<file path="src/rtl/cpu_pkg.sv">
// Shared CPU datapath definitions: widths, the NOP encoding and the fetch FSM states.
package cpu_pkg;

  localparam int          XLEN      = 32;
  localparam logic [31:0] NOP_INSTR = 32'h0000_0000;

  typedef enum logic {
    BOOT = 1'b0,
    RUN  = 1'b1
  } fetch_state_e;

endpackage : cpu_pkg

</file>
<file path="src/rtl/if_id_reg.sv">
// IF/ID pipeline register: instruction, its PC, PC+4 and a valid bit.
// A flush inserts a bubble and keeps the PC fields, and it wins over a load.
module if_id_reg
  import cpu_pkg::*;
(
  input  logic            clk,
  input  logic            rst_n,
  input  logic            i_load,
  input  logic            i_flush,
  input  logic [XLEN-1:0] i_instr,
  input  logic [XLEN-1:0] i_pc,
  output logic [XLEN-1:0] o_instr,
  output logic [XLEN-1:0] o_pc,
  output logic [XLEN-1:0] o_pc4,
  output logic            o_valid
);

  logic [XLEN-1:0] r_instr;
  logic [XLEN-1:0] r_pc;
  logic [XLEN-1:0] r_pc4;
  logic            r_valid;

  always_ff @(posedge clk or negedge rst_n) begin
    if (!rst_n) begin
      r_instr <= NOP_INSTR;
      r_pc    <= '0;
      r_pc4   <= '0;
      r_valid <= 1'b0;
    end else if (i_flush) begin
      r_instr <= NOP_INSTR;
      r_valid <= 1'b0;
    end else if (i_load) begin
      r_instr <= i_instr;
      r_pc    <= i_pc;
      r_pc4   <= i_pc + XLEN'(4);
      r_valid <= 1'b1;
    end
  end

  assign o_instr = r_instr;
  assign o_pc    = r_pc;
  assign o_pc4   = r_pc4;
  assign o_valid = r_valid;

endmodule : if_id_reg

</file>
<file path="src/rtl/fetch_stage.sv">
// Instruction-fetch stage: PC, boot/run FSM, retired-fetch counter, misaligned-target flag.
// state | meaning
// BOOT  | one idle edge after reset; inputs ignored, PC and IF/ID hold
// RUN   | per edge: branch redirect+flush, else stall hold, else fetch
module fetch_stage
  import cpu_pkg::*;
#(
  parameter logic [XLEN-1:0] RESET_PC = 32'h0000_0000
) (
  input  logic            clk,
  input  logic            reset,
  output logic [XLEN-1:0] imem_addr,
  input  logic [XLEN-1:0] imem_rdata,
  input  logic            stall,
  input  logic            branch_taken,
  input  logic [XLEN-1:0] branch_target,
  output logic [XLEN-1:0] id_instr,
  output logic [XLEN-1:0] id_pc,
  output logic [XLEN-1:0] id_pc4,
  output logic            id_valid,
  output logic [31:0]     fetch_count,
  output logic            misalign_err
);

  fetch_state_e    r_state;
  logic [XLEN-1:0] r_pc;
  logic [31:0]     r_fetch_count;
  logic            r_misalign;

  logic w_run;
  logic w_flush;
  logic w_load;

  assign w_run   = (r_state == RUN);
  assign w_flush = w_run && branch_taken;
  assign w_load  = w_run && !branch_taken && !stall;

  always_ff @(posedge clk or negedge reset) begin
    if (!reset) begin
      r_state       <= BOOT;
      r_pc          <= RESET_PC;
      r_fetch_count <= '0;
      r_misalign    <= 1'b0;
    end else begin
      case (r_state)
        BOOT: r_state <= RUN;
        RUN: begin
          if (branch_taken) begin
            // Low bits are dropped so fetch stays word-aligned; the flag records the bad target.
            r_pc <= {branch_target[XLEN-1:2], 2'b00};
            if (branch_target[1:0] != 2'b00) r_misalign <= 1'b1;
          end else if (!stall) begin
            r_pc          <= r_pc + XLEN'(4);
            r_fetch_count <= r_fetch_count + 32'd1;
          end
        end
        default: r_state <= BOOT;
      endcase
    end
  end

  if_id_reg u_if_id_reg (
    .clk     (clk),
    .rst_n   (reset),
    .i_load  (w_load),
    .i_flush (w_flush),
    .i_instr (imem_rdata),
    .i_pc    (r_pc),
    .o_instr (id_instr),
    .o_pc    (id_pc),
    .o_pc4   (id_pc4),
    .o_valid (id_valid)
  );

  assign imem_addr    = r_pc;
  assign fetch_count  = r_fetch_count;
  assign misalign_err = r_misalign;

endmodule : fetch_stage

</file>
<file path="config.mk">
export PLATFORM = sky130hd
export DESIGN_NAME = fetch_stage
export DESIGN_NICKNAME = d
export VERILOG_FILES = /design/src/rtl/cpu_pkg.sv /design/src/rtl/if_id_reg.sv /design/src/rtl/fetch_stage.sv
export SDC_FILE = /design/constraint.sdc
export NUM_CORES = 1
export LEC_CHECK = 0
export CORE_ASPECT_RATIO = 1.25
export CORE_MARGIN = 4
export CORE_UTILIZATION = 30
export DETAILED_ROUTE_END_ITERATION = 10
export PLACE_DENSITY = 0.6
export SLEW_MARGIN = 20
export SYNTH_ARGS = -nofsm -noshare
export SYNTH_HDL_FRONTEND = slang
export SYNTH_SLANG_ARGS = --single-unit
export TNS_END_PERCENT = 1
</file>
<file path="constraint.sdc">
create_clock -name clk -period 2.6 [get_ports clk]
set_clock_uncertainty 0.05 [all_clocks]
set_input_delay 0.26 -clock clk [delete_from_list [all_inputs] [get_ports clk]]
set_output_delay 0.26 -clock clk [all_outputs]
set_load 0.05 [all_outputs]
</file>
* Word-level counts from Yosys, hierarchy flattened *
Cells that the tools add are included.

storage, ports and cells
  bits in registers = 163
  output and inout port bits = 162

cells by class
  $add $sub $neg = 2
  bitwise operators = 3
  equality and inequality tests = 1
  reductions and logical operators = 11
  muxes and demuxes = 6

operators by type and width
  operator                                                                 count
  32-bit 2-to-1 mux                                                        4
  32-bit by 1-bit adder with 32-bit output, second input constant          1
  32-bit by 3-bit adder with 32-bit output, second input constant          1
  3-bit AND reduction                                                      2
  2-bit AND reduction                                                      2
  2-bit nonzero test                                                       2
  1-bit logical AND                                                        3
  1-bit inverter                                                           3
  1-bit logical NOT                                                        2
  1-bit 2-to-1 mux                                                         2
  2-bit by 1-bit inequality test with 1-bit output, second input constant  1

* Depth between registers and ports, before layout *
Gate-level depths: netlist (run 1).

  depth in word-level cells = 5
  depth in mapped cells = 7
  depth with buffers taken out = 6

* By module *
Synthesis (run 1) repeated with hierarchy kept, for this count alone.

unflattened totals
  cell total of the unflattened synthesis = 837
  area total of the unflattened synthesis = 7888.8 µm²

modules (own cells, without submodules)
  module       times used  area each (µm²)  sequential area each (µm²)  cells an instance
  if_id_reg    1           4246.6           2377.3                      444
  fetch_stage  1           3642.2           1601.5                      393

* Worst setup path before layout (run 1) *
Ideal clock, no wire load.

  path kind = reg2reg
  start = reg r_pc[2] (netlist: imem_addr[2])
  end = reg r_pc[22] (netlist: imem_addr[22])
  stages on the path, launching flop included = 7
  setup slack = 0.286 ns
  clock period less this slack = 2.314 ns
  path buffers = 0
  required time = 2.424 ns
  arrival time = 2.139 ns
  cell sequence = dfrtp_1 -> ha_1 -> nand3_1 -> nor3_1 -> and4_1 -> and3_1 -> nor3_1

on the way
  word-level cells in the longest chain between the ends = 3

ends and longest elaborated chain
  element                                   RTL line           source
  from (decl)                               fetch_stage.sv:26  logic [XLEN-1:0] r_pc;
  from (signal assigned)                    fetch_stage.sv:50  r_pc <= {branch_target[XLEN-1:2], 2'b00};
  from (signal assigned)                    fetch_stage.sv:53  r_pc <= r_pc + XLEN'(4);
  32-bit by 3-bit adder with 32-bit output  fetch_stage.sv:53
  32-bit 2-to-1 mux                         fetch_stage.sv:52  end else if (!stall) begin
  32-bit 2-to-1 mux                         fetch_stage.sv:48  if (branch_taken) begin

Every way passes these cells. The select of a mux whose other input is x is not followed.
A chain may end at the register's enable or synchronous reset.

* Worst setup path after layout (run 1) *
  start = reg r_pc[3] (netlist: imem_addr[3])
  end = reg r_pc[30] (netlist: imem_addr[30])

The elaborated chain is that of the path after synthesis.

==> flow_metrics.py, run 1 <==
metrics = {
    "yosys": {
        "synth_enable_flop_cells": 0,
        "postSynth.topFlopCell": "dfrtp_1",
        "synthesis.area_per_instance_sq_um": 9.91,
        "postSynth.asyncResetShare_pct": 100,
        "synth.distinct_cells": 58,
        "synth-seq-area-share_pct": 55.3,
        "synthesis.yosys.warnings": 0,
        "synth.cell_area_sq_um": 7100,
        "syn_inst": 717,
        "synth-seq-cells": 157,
    },
    "power": {
        "power.density_cell_area_nw_per_um2": 808,
        "worst_voltage_drop_across_the_vdd_grid_mv": 0.523,
        "leakagePower_nw": 4.51,
    },
    "sta": {
        "top_achievable_clock_speed_mhz": 448,
        "timing.slew.headroom_pct": 56.4,
        "final_max_slew_viol_count": 0,
        "setup_slack_ns": 0.366,
        "final_hold_viol_count": 0,
        "setup_repair_after_global_routing_missed_its_margin": "no",
        "setup_viol": 0,
        "worst_pin_slew_ns": 0.652,
        "tns_ns": 0,
        "shortest_clock_period_the_worst_path_allows_after_layout_ns": 2.23,
        "fin_crit_sh_pct": 85.9,
    },
    "floorplanning": {
        "row_count": 62,
        "chipHeight_um": 180,
        "core_sq_um": 23100,
        "fp.dieW_um": 146,
        "pin_count": 230,
        "fp.dieArea_sq_um": 26200,
        "initial_utilization_pct": 30.7,
    },
    "grt": {
        "grt_antenna_before_repair": 0,
        "grtUsageTotal_pct": 16.6,
        "grt_pass1_vias": 6067,
        "overflow": 0,
        "grt_first_pass_wirelength_um": 34800,
        "pin_count_of_the_biggest_net_entering_global_routing": 63,
    },
    "place": {
        "estimated_wirelength_of_the_detail_placed_design_um": 16400,
        "port_buffers": 223,
        "preCtsSetupSlack_ns": 0.297,
        "gp_routability_congestion": 0.779,
    },
    "job": {
        "max_cap_violations": 0,
    },
    "setup_path": {
        "cp_data_required_time_ns": 2.86,
        "critPathLaunchType": "flop",
        "cp_data_arrival_time_ns": 2.49,
        "worst-path-max-fanout": 6,
        "critical_path.endpoint_type": "flop",
        "worst-setup-path-type": "flop to flop",
    },
    "drt": {
        "detail_route.first_pass.iterations": 5,
        "antenna_violating_nets_post_route": 0,
        "post_drt_via_cell_ratio": 4.85,
        "route.final.wire_length_um": 21900,
        "detail_route.iter0.violations": 232,
        "drc": 0,
        "via_count": 6065,
        "wl_per_cell_um": 17.5,
    },
    "clock_tree": {
        "clk-insertion-delay-late_ns": 0.43,
        "cts-root-buf": "clkbuf_16",
        "cts.clk_slew.worst_paths_ns": 0.08,
        "max-clock-path-buffers": 2,
        "postCtsResizedCells": 0,
        "clock_sink_count": 157,
        "clock_tree_from_tritoncts": "done",
        "cts_buffers": 17,
        "htree_num_levels": 4,
    },
    "cells_and_area": {
        "area_growth_pct": 45.8,
        "fin_nets": 1019,
        "number_of_inserted_filler_cells_in_the_final_layout": 2244,
        "most_frequent_standard_cell_in_the_layout_excluding_fill_and_tap_cells": "clkdlybuf4s50_1",
        "post_route_cells_drive_above_1_share_pct": 8.73,
        "most-common-layout-cells": "222 x clkdlybuf4s50_1, 159 x nand2_1, 157 x dfrtp_1",
    },
    "status": {
        "run_status": "complete, no violations",
    },
    "worst_hold_path": {
        "hp-class": "primary input to asynchronous set/reset pin",
    },
}
[stage by stage]
stage / utilization [%] / cells / hold WS [ns] / power, W / area [sq um]
after floorplan: - / 722 / -0.0856 / 0.00480 / 7120
after global placement: 42.2 / 1217 / 0.210 / 0.00592 / 9760
after detailed placement: 42.2 / 1217 / 0.209 / 0.00594 / 9760
after CTS: 44.8 / 1250 / 0.318 / 0.00848 / 10400
after global routing: 44.8 / 1250 / 0.348 / 0.00874 / 10400
final: 44.8 / 1251 / 0.297 / 0.00837 / 10400
[critical path, cell delays in order (launching register included)]
cell and delay [ns]:
dfrtp_1 0.45, ha_1 0.30, nand3_1 0.22, nor2_1 0.37, buf_4 0.19, nand4_1 0.16
o311ai_0 0.37
[layout make-up]
type	instances	area [sq um]	share of cell area [%]
multi-input combinational	510	2950	28.5
clock buffer	17	425	4.11
antenna	1	2.50	0.0242
sequential	157	3930	37.9
inverter	6	22.5	0.217
clock inverter	15	164	1.58
tap	288	360	3.48
timing repair buffer	257	2500	24.2
[layer usage]
layer	up-vias	global-route usage (%)	share of wire, %
met4	0	4.07	1.3
met5	-	0	0
met3	19	5.61	7.3
met1	2905	21.5	44
li1	2943	-	-
met2	198	27.0	47
[sequential cells by signal (all words and copies together) (netlist names)]
register,count
fetch_count,32
imem_addr,30
misalign_err,1
r_state,1
u_if_id_reg.o_instr,32
u_if_id_reg.o_pc,30
u_if_id_reg.o_pc4,30
u_if_id_reg.o_valid,1
[cell usage after synthesis, types with 3 or more instances]
library cell / n / area share [%]
and3_1: 17 / 1.5
a22o_1: 32 / 3.9
clkbuf_1: 31 / 1.6
o21ai_0: 46 / 3.2
nor2_1: 31 / 1.6
inv_1: 6 / 0.32
nor3_1: 12 / 0.85
buf_4: 10 / 1.1
o22ai_1: 12 / 1.1
nand2b_1: 3 / 0.26
xor2_1: 23 / 2.8
nand2_1: 159 / 8.4
dfrtp_1: 157 / 55
xnor2_1: 34 / 4.2
buf_2: 4 / 0.28
nand4_1: 15 / 1.3
nand3_1: 26 / 1.8
nor4_2: 3 / 0.53
a22oi_1: 3 / 0.32
and4_1: 9 / 1.1
a21oi_1: 28 / 2.0
[kinds of logic after synthesis]
kind of cell    count (synthesis)  share of synthesized area (%)
other cells                     2                          0.106
simple gates                  302                           20.6
xor+xnor                       57                           7.03
mux                             2                          0.282
fa+ha+maj                       2                          0.352
compound gates                140                           12.7
flops                         157                           55.3
buf+inv                        55                           3.63
[power breakdown]
part / switching (W) / total [W] / internal (W)
Combinational: 0.00185 / 0.00278 / 0.000928
Clock: 0.00121 / 0.00250 / 0.00130
Sequential: 0.000309 / 0.00309 / 0.00278
Total: 0.00337 / 0.00837 / 0.00500
[what timing repair did]
action	4_1_cts	5_1_grt
hold endpoints to repair	49	0
setup buffers	0	0
hold buffers	1	0
[worst paths after layout]
kind,slack (ns),cells past startpoint,from,to
min in group clk,0.37,3,branch_target[24],imem_addr[24]
max in group asynchronous,1.47,3,reset,u_if_id_reg.o_instr[21]
setup reg to reg,0.37,6,imem_addr[3],imem_addr[30]
hold / removal,0.30,2,reset,u_if_id_reg.o_instr[28]
setup / recovery,0.37,6,imem_addr[3],imem_addr[30]
hold reg to reg,0.43,2,u_if_id_reg.o_pc[22],u_if_id_reg.o_pc[22]
No activity file was read; power rests on OpenSTA's default activity.
==> run 2, diff against run 1 <==
--- a/config.mk
+++ b/config.mk
@@ -10,6 +10,7 @@
 export CORE_UTILIZATION = 30
 export DETAILED_ROUTE_END_ITERATION = 10
 export PLACE_DENSITY = 0.6
+export SETUP_SLACK_MARGIN = 0.1
 export SLEW_MARGIN = 20
 export SYNTH_ARGS = -nofsm -noshare
 export SYNTH_HDL_FRONTEND = slang
==> results of run 2 <==
Same layout as run 1: the final DEF is identical, and so are final timing and power.
==> run 3, diff against run 2 <==
==> constraint.sdc (replaced) <==
create_clock -name clk -period 2.6 [get_ports clk]
set_clock_uncertainty 0.05 [all_clocks]
set_input_delay 0.52 -clock clk [delete_from_list [all_inputs] [get_ports clk]]
set_output_delay 0.52 -clock clk [all_outputs]
set_load 0.05 [all_outputs]
==> run 3 against run 2 <==
Utilization up 0.28 points. Cell area grew 0.63%. Register-to-register slack lost 0.03 ns. Critical path depth shrank 5. Routed wire length up 0.67%. Cell count hardly changed. Sequential share of layout area down 0.24 points. First-iteration DRC count grew 35%. Power increased by 1.3%. Via count shrank 0.35%.
==> flow_metrics.py, run 3 (synthesis gave the netlist of run 1 again) <==
metrics = {
    "status": {
        "run_status": "complete, no violations",
    },
    "job": {
        "max_cap_violations": 0,
    },
    "setup_path": {
        "crit_path_slowest_cell": "clkdlybuf4s50_1",
        "critical_path.endpoint_type": "primary output",
        "critPathLaunchType": "flop",
        "cp_data_arrival_time_ns": 1.84,
        "buffering_stage_count_on_the_worst_path_with_inverters_included": 1,
        "cp_data_required_time_ns": 2.03,
        "worst-setup-path-type": "flop to primary output",
        "path_cells": "clkdlybuf4s50_1",
        "worst-path-max-fanout": 10,
        "cpLargestDelayFamily": "buffers and inverters",
        "max_stage_delay_ns": 0.87,
    },
    "cells_and_area": {
        "fin_area_sq_um": 10400,
        "area_growth_pct": 46.7,
        "number_of_inserted_filler_cells_in_the_final_layout": 2235,
        "fin_nets": 1018,
        "multi_input_logic_area_sq_um": 2950,
        "most-common-layout-cells": "221 x clkdlybuf4s50_1, 159 x nand2_1, 157 x dfrtp_1",
        "register_area_sq_um": 3930,
        "post_route_cells_drive_above_1_share_pct": 8.54,
        "most_frequent_standard_cell_in_the_layout_excluding_fill_and_tap_cells": "clkdlybuf4s50_1",
    },
    "drt": {
        "via_count": 6044,
        "antenna_violating_nets_post_route": 0,
        "post_drt_via_cell_ratio": 4.84,
        "detail_route.iter0.violations": 314,
        "wl_per_cell_um": 17.6,
        "drc": 0,
        "detail_route.first_pass.iterations": 4,
        "route.final.wire_length_um": 22000,
    },
    "power": {
        "share_comb_of_total_power_pct": 32.5,
        "worst_voltage_drop_across_the_vdd_grid_mv": 0.451,
        "p_int_w": 0.00523,
        "power_frac_clock_pct": 30.8,
        "power.density_cell_area_nw_per_um2": 813,
        "report.power.total_w": 0.00848,
        "switching_power_w": 0.00324,
        "p_seq_share_pct": 36.7,
        "switching_share_pct": 38.3,
        "leakagePower_nw": 4.53,
    },
    "clock_tree": {
        "cts-root-buf": "clkbuf_16",
        "clock_sink_count": 157,
        "max-clock-path-buffers": 2,
        "cts.clk_slew.worst_paths_ns": 0.07,
        "clock_tree_from_tritoncts": "done",
        "cts_buffers": 17,
        "cts.repair_timing.setup_buffer_count": 0,
        "clk-insertion-delay-late_ns": 0.43,
        "htree_num_levels": 4,
    },
    "place": {
        "gp_routability_congestion": 0.782,
        "estimated_wirelength_of_the_detail_placed_design_um": 16200,
        "placedInstanceArea_sq_um": 9800,
        "port_buffers": 223,
    },
    "floorplanning": {
        "chipHeight_um": 180,
        "pin_count": 230,
        "core_sq_um": 23100,
        "row_count": 62,
        "initial_utilization_pct": 30.7,
        "fp.dieW_um": 146,
        "fp.dieArea_sq_um": 26200,
    },
    "grt": {
        "grtUsageMet2_pct": 27.2,
        "grtUsageTotal_pct": 16.8,
        "grt_use_met3_pct": 5.38,
        "grt_antenna_before_repair": 0,
        "grt-busiest-layer": "met2",
        "grt_pass1_vias": 6165,
        "grt_first_pass_wirelength_um": 35000,
        "grtUsageMet1_pct": 21.6,
        "overflow": 0,
        "pin_count_of_the_biggest_net_entering_global_routing": 76,
    },
    "sta": {
        "tns_ns": 0,
        "timing.slew.headroom_pct": 62.1,
        "setup_viol": 0,
        "top_achievable_clock_speed_mhz": 415,
        "final_hold_viol_count": 0,
        "worst_pin_slew_ns": 0.567,
        "setup_repair_after_global_routing_missed_its_margin": "no",
        "fin_crit_sh_pct": 92.7,
        "final_max_slew_viol_count": 0,
        "shortest_clock_period_the_worst_path_allows_after_layout_ns": 2.41,
    },
    "worst_hold_path": {
        "hp-class": "flop to flop",
    },
}
[run 3: power groups by stage]
stage	clock network (W)	logic (W)	registers [W]
global route	0.00277	0.00292	0.00317
global placement	0	0.00277	0.00315
detailed placement	0	0.00278	0.00315
finish	0.00261	0.00276	0.00311
CTS	0.00268	0.00279	0.00311
floorplan	0	0.000542	0.00426
[run 3: layout make-up]
type | instances | share of cell area [%]
Multi-Input combinational cell | 510 | 28.3
Clock buffer | 17 | 4.08
Tap cell | 288 | 3.46
Inverter | 6 | 0.216
Antenna cell | 2 | 0.0480
Clock inverter | 14 | 1.74
Timing Repair Buffer | 256 | 24.4
Sequential cell | 157 | 37.7
[run 3: metrics by stage]
stage | util (%) | cells | hold WS, ns | setup WS (ns)
6_report | 45.1 | 1250 | 0.424 | 0.190
5_1_grt | 45.1 | 1248 | 0.445 | 0.107
4_1_cts | 45.1 | 1248 | 0.429 | 0.142
3_5_place_dp | 42.4 | 1216 | 0.388 | 0.0235
3_3_place_gp | 42.4 | 1216 | 0.382 | 0.0611
2_1_floorplan | - | 722 | 0.174 | 0.286
[run 3: timing repair]
action,in CTS,in global routing
endpoints found under the hold margin,28,0
resized for setup,0,1
setup endpoints to repair,0,1
hold buffers,1,0
[run 3: final timing paths]
check | cells after the start | endpoint | startpoint | slack (ns)
worst max-delay path | 1 | imem_addr[26] | imem_addr[26] | 0.19
worst min-delay path | 2 | u_if_id_reg.o_pc[3] | u_if_id_reg.o_pc[3] | 0.42
worst max register to register | 6 | imem_addr[30] | imem_addr[3] | 0.34
worst min register to register | 2 | u_if_id_reg.o_pc[3] | u_if_id_reg.o_pc[3] | 0.42
max in group asynchronous | 3 | imem_addr[10] | reset | 1.27
min in group asynchronous | 2 | fetch_count[15] | reset | 0.50
[run 3: routing by layer]
| layer | part of all wire (%) | routed length [um] | up-vias |
|---|---|---|---|
| met5 | 0 | 0 | - |
| met4 | 1.6 | 342 | 0 |
| met3 | 7.0 | 1540 | 28 |
| met2 | 48 | 10500 | 209 |
| met1 | 44 | 9660 | 2877 |
| li1 | - | - | 2930 |
